## src/rtl/return_addr_stack_if.sv

```systemverilog
// Return-address stack command/prediction bundle.
// The master side issues link/return commands; the slave side (the stack)
// presents the predicted return address and the occupancy status.
interface return_addr_stack_if #(
  parameter int DEPTH = 8,
  parameter int WIDTH = 16
);
  localparam int CNT_W = $clog2(DEPTH + 1);

  logic             flush;
  logic             push;
  logic [WIDTH-1:0] push_addr;
  logic             pop;
  logic [WIDTH-1:0] top_addr;
  logic             valid;
  logic [CNT_W-1:0] count;
  logic             overflow;
  logic             underflow;

  modport master (
    output flush, push, push_addr, pop,
    input  top_addr, valid, count, overflow, underflow
  );

  modport slave (
    input  flush, push, push_addr, pop,
    output top_addr, valid, count, overflow, underflow
  );
endinterface

```

## src/rtl/return_addr_stack.sv

```systemverilog
// Return-address stack: circular LIFO of link addresses used to predict the
// target of a return so fetch can redirect before the link register is
// written back. When full, a push silently replaces the oldest entry.
module return_addr_stack #(
  parameter int DEPTH = 8,
  parameter int WIDTH = 16
) (
  input  logic                 clk,
  input  logic                 reset_n,
  return_addr_stack_if.slave   bus
);
  localparam int PTR_W = $clog2(DEPTH);
  localparam int CNT_W = $clog2(DEPTH + 1);

  typedef enum logic [2:0] {
    CMD_IDLE,
    CMD_FLUSH,
    CMD_REPLACE,
    CMD_PUSH,
    CMD_POP
  } cmd_e;

  logic [WIDTH-1:0] mem [DEPTH];
  logic [PTR_W-1:0] tos;
  logic [CNT_W-1:0] cnt;
  logic             overflow_q;
  logic             underflow_q;

  cmd_e             cmd;
  logic             empty;
  logic             full;
  logic [PTR_W-1:0] tos_inc;
  logic [PTR_W-1:0] tos_dec;

  assign empty   = (cnt == '0);
  assign full    = (cnt == CNT_W'(DEPTH));
  // Pointer wrap is implicit: DEPTH is a power of two.
  assign tos_inc = tos + PTR_W'(1);
  assign tos_dec = tos - PTR_W'(1);

  // Resolve the cycle's command: flush wins, then push+pop, push, pop.
  always_comb begin
    // NOTE: default first so every path assigns cmd and no latch is inferred.
    cmd = CMD_IDLE;
    if (bus.flush)
      cmd = CMD_FLUSH;
    else if (bus.push && bus.pop && !empty)
      cmd = CMD_REPLACE;              // return-and-link: swap the top entry
    else if (bus.push)
      cmd = CMD_PUSH;                 // includes push+pop on an empty stack
    else if (bus.pop)
      cmd = CMD_POP;
  end

  // Stack state, storage and the one-cycle overflow/underflow pulses.
  always_ff @(posedge clk or negedge reset_n) begin
    if (!reset_n) begin
      tos         <= '0;
      cnt         <= '0;
      overflow_q  <= 1'b0;
      underflow_q <= 1'b0;
      // NOTE: storage is cleared on reset because stale addresses must never
      // be predicted; this costs a reset on every entry flop.
      for (int i = 0; i < DEPTH; i++)
        mem[i] <= '0;
    end else begin
      // NOTE: non-blocking assignments so every register samples pre-edge
      // values, independent of statement order.
      overflow_q  <= 1'b0;
      underflow_q <= 1'b0;
      unique case (cmd)
        CMD_FLUSH: begin
          // Entries are left in place; count=0 makes them unreachable.
          tos <= '0;
          cnt <= '0;
        end
        CMD_REPLACE: begin
          mem[tos] <= bus.push_addr;
        end
        CMD_PUSH: begin
          tos          <= tos_inc;
          mem[tos_inc] <= bus.push_addr;
          if (full)
            overflow_q <= 1'b1;       // oldest entry was overwritten
          else
            cnt <= cnt + CNT_W'(1);
        end
        CMD_POP: begin
          if (empty) begin
            underflow_q <= 1'b1;
          end else begin
            tos <= tos_dec;
            cnt <= cnt - CNT_W'(1);
          end
        end
        default: ;
      endcase
    end
  end

  // Outputs come straight from registers; top reads as zero when empty.
  always_comb begin
    bus.top_addr  = empty ? '0 : mem[tos];
    bus.valid     = !empty;
    bus.count     = cnt;
    bus.overflow  = overflow_q;
    bus.underflow = underflow_q;
  end
endmodule

```

## src/flat_wrapper.sv

```systemverilog
// flat-port wrapper written by rule: the top's interface ports become plain ports
module return_addr_stack_flat 
#(
  parameter int DEPTH = 8,
  parameter int WIDTH = 16
)
  (clk, reset_n, bus_flush, bus_push, bus_push_addr, bus_pop, bus_top_addr, bus_valid, bus_count, bus_overflow, bus_underflow);
  return_addr_stack_if #(.DEPTH(DEPTH), .WIDTH(WIDTH)) bus_i ();
  input  logic clk;
  input  logic reset_n;
  input wire logic [$bits(bus_i.flush)-1:0] bus_flush;
  input wire logic [$bits(bus_i.push)-1:0] bus_push;
  input wire logic [$bits(bus_i.push_addr)-1:0] bus_push_addr;
  input wire logic [$bits(bus_i.pop)-1:0] bus_pop;
  output wire logic [$bits(bus_i.top_addr)-1:0] bus_top_addr;
  output wire logic [$bits(bus_i.valid)-1:0] bus_valid;
  output wire logic [$bits(bus_i.count)-1:0] bus_count;
  output wire logic [$bits(bus_i.overflow)-1:0] bus_overflow;
  output wire logic [$bits(bus_i.underflow)-1:0] bus_underflow;
  assign bus_i.flush = bus_flush;
  assign bus_i.push = bus_push;
  assign bus_i.push_addr = bus_push_addr;
  assign bus_i.pop = bus_pop;
  assign bus_top_addr = bus_i.top_addr;
  assign bus_valid = bus_i.valid;
  assign bus_count = bus_i.count;
  assign bus_overflow = bus_i.overflow;
  assign bus_underflow = bus_i.underflow;
  return_addr_stack #(.DEPTH(DEPTH), .WIDTH(WIDTH)) u_core (.clk(clk), .reset_n(reset_n), .bus(bus_i));
endmodule
```

## config.mk

```make
export PLATFORM = sky130hd
export DESIGN_NAME = return_addr_stack_flat
export DESIGN_NICKNAME = d
export VERILOG_FILES = /design/src/rtl/return_addr_stack_if.sv /design/src/rtl/return_addr_stack.sv /design/src/flat_wrapper.sv
export SDC_FILE = /design/constraint.sdc
export NUM_CORES = 1
export LEC_CHECK = 0
export CORE_ASPECT_RATIO = 0.7
export CORE_MARGIN = 2
export CORE_UTILIZATION = 34
export CTS_BUF_LIST = sky130_fd_sc_hd__clkbuf_8
export DETAILED_ROUTE_END_ITERATION = 8
export DONT_BUFFER_PORTS = 1
export HOLD_SLACK_MARGIN = 0.05
export SKIP_LAST_GASP = 1
export SLEW_MARGIN = 20
export SYNTH_ARGS = -nofsm -noshare
export SYNTH_HDL_FRONTEND = slang
export SYNTH_SLANG_ARGS = --single-unit
```

## constraint.sdc

```tcl
create_clock -name clk -period 7.4 [get_ports clk]
set_input_delay 1.48 -clock clk [delete_from_list [all_inputs] [get_ports clk]]
set_output_delay 1.48 -clock clk [all_outputs]
set_load 0.02 [all_outputs]
```

==> results of run 1 <==
## worst max path at each step
stage | to | cells past startpoint
3_5_place_dp | bus_top_addr[2] | 5
5_1_grt | bus_top_addr[2] | 5
4_1_cts | bus_top_addr[2] | 5
2_1_floorplan | bus_top_addr[15] | 5
6_report | bus_top_addr[2] | 5
3_3_place_gp | bus_top_addr[2] | 5
## layer usage
layer,track usage,wire length [um],share of wire,vias up
met4,0.04254,155,0.0097,0
met1,0.2298,7500,0.47,2200
met3,0.04338,949,0.059,14
met2,0.2563,7349,0.46,112
li1,-,-,-,1827
met5,0,0,0,-
## layout make-up
class | count | share of cell area
multi-input cells | 317 | 0.4227
clock inverters | 13 | 0.01691
clock buffers | 18 | 0.03382
flip-flops and latches | 137 | 0.4681
inverters | 8 | 0.004099
well taps | 264 | 0.04509
repair buffers | 9 | 0.009223
## cell usage after synthesis (all sizes together) (2+ instances only)
| master | instances | area, um2 |
|---|---|---|
| inv | 7 | 26.28 |
| clkbuf | 7 | 26.28 |
| nand2b | 3 | 18.77 |
| or2 | 3 | 18.77 |
| a31oi | 2 | 18.77 |
| xor2 | 2 | 17.52 |
| nor2b | 8 | 50.05 |
| a22o | 5 | 43.79 |
| a221o | 3 | 30.03 |
| xnor2 | 3 | 26.28 |
| nand3 | 11 | 55.05 |
| ha | 4 | 50.05 |
| mux2i | 3 | 30.03 |
| a21oi | 17 | 107.6 |
| o22ai | 2 | 12.51 |
| dfrtp | 137 | 3428 |
| nand4 | 2 | 12.51 |
| mux2 | 143 | 1648 |
| a32oi | 2 | 25.03 |
| and2 | 4 | 25.02 |
| nand2 | 23 | 86.33 |
| a22oi | 4 | 30.03 |
| o21ai | 4 | 20.02 |
| nor2 | 16 | 60.06 |
| mux4 | 16 | 360.4 |
| or3 | 2 | 18.77 |
| nor3 | 7 | 35.03 |
| a221oi | 13 | 113.9 |
| buf | 22 | 141.4 |
## where the power goes
part           internal [mW]  switching (mW)
Sequential              1.09           0.194
Clock                  0.276           0.309
Combinational          0.634           0.637
## kinds of logic (layout without fill, tap and decap cells)
logic type	Yosys count	count (layout)	synth area share
compound gates	63	63	0.07769
xor+xnor	5	5	0.006537
fa+ha+maj	5	5	0.01046
buf+inv	37	48	0.02951
flops	137	137	0.5117
mux	162	162	0.3042
simple gates	82	82	0.05994
## flip-flops by register name, summed over array words and instances (netlist names)
| name | count |
|---|---|
| u_core.bus.count | 4 |
| u_core.bus.overflow | 1 |
| u_core.bus.underflow | 1 |
| u_core.tos | 3 |
| u_core.mem | 128 |
## worst register-to-register path: stages, from the launching register on
cell and delay [ns]:
dfrtp_1 0.82, buf_4 0.44, inv_1 0.28, ha_1 0.50, nand2_1 0.11, or3_4 0.36
a21oi_4 0.78, mux2_2 0.43
==> flow_metrics.tcl, run 1 <==
set metrics [dict create \
    reg2reg_depth 7 \
    worst_setup_path_start_kind "flop" \
    yosys_warnings 0 \
    layout_commonest_cell "dfrtp_1" \
    clockBufferDepth 2 \
    holdWs_ns 0.5054 \
    core_mm2 0.01913 \
    clock_skew_ns 0.01104 \
    post-place-ws_ns 3.303 \
    antenna_found_initial 0 \
    dp.cells 735 \
    max_freq_ghz 0.2206 \
    regToRegEndpoint "u_core.mem[84]$_DFFE_PN0P_" \
    nNetsFinal 516 \
    die_x_um 171.8 \
    start_util 0.3503 \
    clk-insertion-delay-late_ns 0.43 \
    synthFlopType "dfrtp_1" \
    diodes 0 \
    rrSetupSlack_ns 3.56 \
    dr.pass1.iters 5 \
    grt_max_degree 138 \
    drive_gt1_frac 0.4263 \
    fin_ws_ns 2.867 \
    cp_slowest_cell "nor3_1" \
    timing.rr.start "u_core.tos[1]$_DFFE_PN0P_" \
    fin_area_mm2 0.007326 \
    cts_root_buffer "clkbuf_8" \
    hold_depth 1 \
    drc 0 \
    die-area_mm2 0.02086 \
    wl_per_cell_um 20.83 \
    total_power_mw 3.142 \
    irDropWorstVdd_mv 0.1462 \
    postSynthCellCount 491 \
    post_cts_buffers 0 \
    setup_tns_ns 0 \
    hold_start "u_core.mem[27]$_DFFE_PN0P_" \
    cts_made_buffers 17 \
    hold_viol 0 \
    end_kind "output port" \
    gp_congestion 0.8179 \
    synth_nets 517 \
    clkSinkCount 137 \
    cap_violations 0 \
    dpl.hpwl_um 9779 \
    power_density_mw_per_mm2 429.0 \
    areaGrowthSynthToFinish_pct 9.337 \
    crit_fanout 42 \
    outcome "complete, no violations" \
    period_share 0.6126 \
    path_delay_family "buffers and inverters" \
    synth_area_mm2 0.006700 \
    synth-seq-cells 137 \
    hold_buffers 0 \
    wl_um 15960 \
    layout_common_cells "136 x dfrtp_1, 133 x mux2_2, 23 x nand2_1" \
    via_per_inst 5.422 \
    grt_pass1_wl_um 25650 \
    fin_crit_ns 4.533 \
    fill_cells 1849 \
    cts_tree "done" \
    rows 42 \
    worst_pin_slew_ns 0.9764 \
    ys_seq_area_frac 0.5117 \
    regArea_mm2 0.003430 \
    whs_endpoint "u_core.mem[27]$_DFFE_PN0P_" \
    fin_util 0.3830 \
    synth_edf_count 0 \
    arrival_ns 3.05 \
    final_max_slew_viol_count 0 \
    grt_pass1_vias 4330 \
    place_area_mm2 0.006947 \
    finalSetupViolations 0 \
    pin_count 44 \
    startpoint "u_core.tos[0]$_DFFE_PN0P_" \
    cts_htree_levels 4 \
    grt_usage 0.1650 \
    port_buffers 0 \
    drtIter0Drc 276 \
    crit_buf_inv 2 \
    stdcell_count 766 \
    required_ns 5.92 \
    worstSetupPathType "reg2out" \
    rsz0062_at_grt "no" \
    multi_input_area_mm2 0.003097 \
    hp-class "reg2reg" \
    synth.avg_cell_area_um2 13.65 \
    cts_resized 0 \
    ys_types 56 \
    grt.overflow.total 0 \
    path_clk_slew_ns 0.09 \
    p_leak_nw 3.085 \
    drtAntennaViolNets 0 \
    slew_headroom 0.3476 \
    async_reset_ff_frac 1.000 \
    path_cells "buf_4, inv_1, nor3_1, a22oi_1, a21oi_1" \
    vias 4153 \
    slowest_delay_ns 0.56 \
    die_h_um 121.5 \
]
No activity file was read; power rests on OpenSTA's default activity.
==> inputs of run 2 (changes only) <==
==> constraint.sdc (replaced) <==
create_clock -name clk -period 3.7 [get_ports clk]
set_input_delay 0.74 -clock clk [delete_from_list [all_inputs] [get_ports clk]]
set_output_delay 0.74 -clock clk [all_outputs]
set_load 0.02 [all_outputs]
==> flow_metrics.tcl, run 2 (synthesized netlist as in run 1, its figures left out) <==
set metrics [dict create \
    required_ns 2.96 \
    end_kind "output port" \
    cts_htree_levels 4 \
    period_share 0.8906 \
    setup_tns_ns 0 \
    fin_area_mm2 0.007561 \
    cts_root_buffer "clkbuf_8" \
    rrSetupSlack_ns 0.89 \
    fin_ws_ns 0.4048 \
    total_power_mw 6.561 \
    timing.rr.start "u_core.tos[0]$_DFFE_PN0P_" \
    irDropWorstVdd_mv 0.2981 \
    dp.cells 757 \
    hold_viol 9 \
    place_area_mm2 0.007154 \
    nNetsFinal 538 \
    violations "hold timing" \
    holdWs_ns -0.003439 \
    regMostFlops "u_core.mem" \
    rows 42 \
    largest_register_ffs 128 \
    dpl.hpwl_um 10870 \
    fin_util 0.3953 \
    grt_pass1_vias 4369 \
    vias 4206 \
    post-place-ws_ns 0.8742 \
    die-area_mm2 0.02086 \
    layout_common_cells "136 x dfrtp_1, 133 x mux2_2, 27 x buf_4" \
    pin_count 44 \
    worst_setup_path_start_kind "flop" \
    power.switching_mw 2.342 \
    antenna_found_initial 0 \
    cts_tree "done" \
    cap_violations 0 \
    clock_skew_ns 0.01379 \
    core_mm2 0.01913 \
    regToRegEndpoint "u_core.mem[23]$_DFFE_PN0P_" \
    clkSinkCount 137 \
    gp_congestion 0.8250 \
    pwr-share-seq 0.399 \
    power_density_mw_per_mm2 867.7 \
    slowest_delay_ns 0.57 \
    finalSetupViolations 0 \
    layout_commonest_cell "dfrtp_1" \
    path_delay_family "simple AND/OR/NAND/NOR gates" \
    areaGrowthSynthToFinish_pct 12.85 \
    wl_um 16500 \
    start_util 0.3503 \
    post_cts_buffers 0 \
    arrival_ns 2.56 \
    worst_pin_slew_ns 0.6565 \
    slew_headroom 0.5637 \
    path_cells "or3_2, nor2_1, buf_4, inv_1, and2_1" \
    pwr-share-comb 0.407 \
    crit_fanout 14 \
    die_x_um 171.8 \
    diodes 0 \
    die_h_um 121.5 \
    dr.pass1.iters 5 \
    cp_slowest_cell "or3_2" \
    fill_cells 1845 \
    clk-insertion-delay-late_ns 0.44 \
    grt_pass1_wl_um 25870 \
    drive_gt1_frac 0.4533 \
    outcome "complete, but fails checks" \
    reg2reg_depth 7 \
    drtAntennaViolNets 0 \
    drtIter0Drc 307 \
    fin_crit_ns 3.295 \
    drc 0 \
    switching_share 0.3570 \
    grt_usage 0.1671 \
    stdcell_count 789 \
    hp-class "in2async" \
    grt.overflow.total 0 \
    path_clk_slew_ns 0.09 \
    final_max_slew_viol_count 0 \
    via_per_inst 5.331 \
    rsz0062_at_grt "no" \
    max_freq_ghz 0.3035 \
    wl_per_cell_um 20.91 \
    crit_buf_inv 2 \
    clockPowerShare 0.194 \
    internal-power_mw 4.218 \
    cts_resized 0 \
    cts_made_buffers 17 \
    clockBufferDepth 2 \
    port_buffers 0 \
    grt_max_degree 138 \
    p_leak_nw 3.221 \
    worstSetupPathType "reg2out" \
]
## run 2: cell count changes in the layout (fill, tap and decap cells not counted), sizes merged
cell	delta
bufinv	+1
clkinv	-1
inv	+1
buf	+22
## run 2: layer usage
layer | global-route usage | vias up | part of all wire
li1 | - | 1872 | -
met1 | 0.2465 | 2196 | 0.47
met2 | 0.2523 | 131 | 0.45
met3 | 0.03718 | 7 | 0.067
met4 | 0.03414 | 0 | 0.0048
met5 | 0 | - | 0
## run 2: worst max path at each step
stage | from | slack (ns) | cells after the start | to
finish | u_core.bus.count[0]$_DFFE_PN0P_ | 0.40 | 5 | bus_top_addr[5]
floorplan | u_core.tos[0]$_DFFE_PN0P_ | 1.04 | 5 | bus_top_addr[15]
global placement | u_core.bus.count[0]$_DFFE_PN0P_ | 0.88 | 5 | bus_top_addr[5]
CTS | u_core.bus.count[0]$_DFFE_PN0P_ | 0.38 | 5 | bus_top_addr[5]
global route | u_core.bus.count[0]$_DFFE_PN0P_ | 0.25 | 5 | bus_top_addr[5]
detailed placement | u_core.bus.count[0]$_DFFE_PN0P_ | 0.87 | 5 | bus_top_addr[5]
## run 2: power groups by stage
stage | Combinational (mW) | Sequential [mW] | Clock (mW)
3_5_place_dp | 2.68 | 2.64 | 0
6_report | 2.67 | 2.62 | 1.27
2_1_floorplan | 2.10 | 2.46 | 0
3_3_place_gp | 2.63 | 2.59 | 0
4_1_cts | 2.69 | 2.61 | 1.30
5_1_grt | 2.89 | 2.71 | 1.36
## run 2: area by class of cell
cell class / count / area (um2) / share of cell area
clock buffers: 18 / 247.7 / 0.03277
clock inverters: 14 / 158.9 / 0.02102
inverters: 8 / 30.03 / 0.003972
multi-input cells: 317 / 3082 / 0.4076
flip-flops and latches: 137 / 3430 / 0.4536
well taps: 264 / 330.3 / 0.04369
repair buffers: 31 / 282.8 / 0.03740
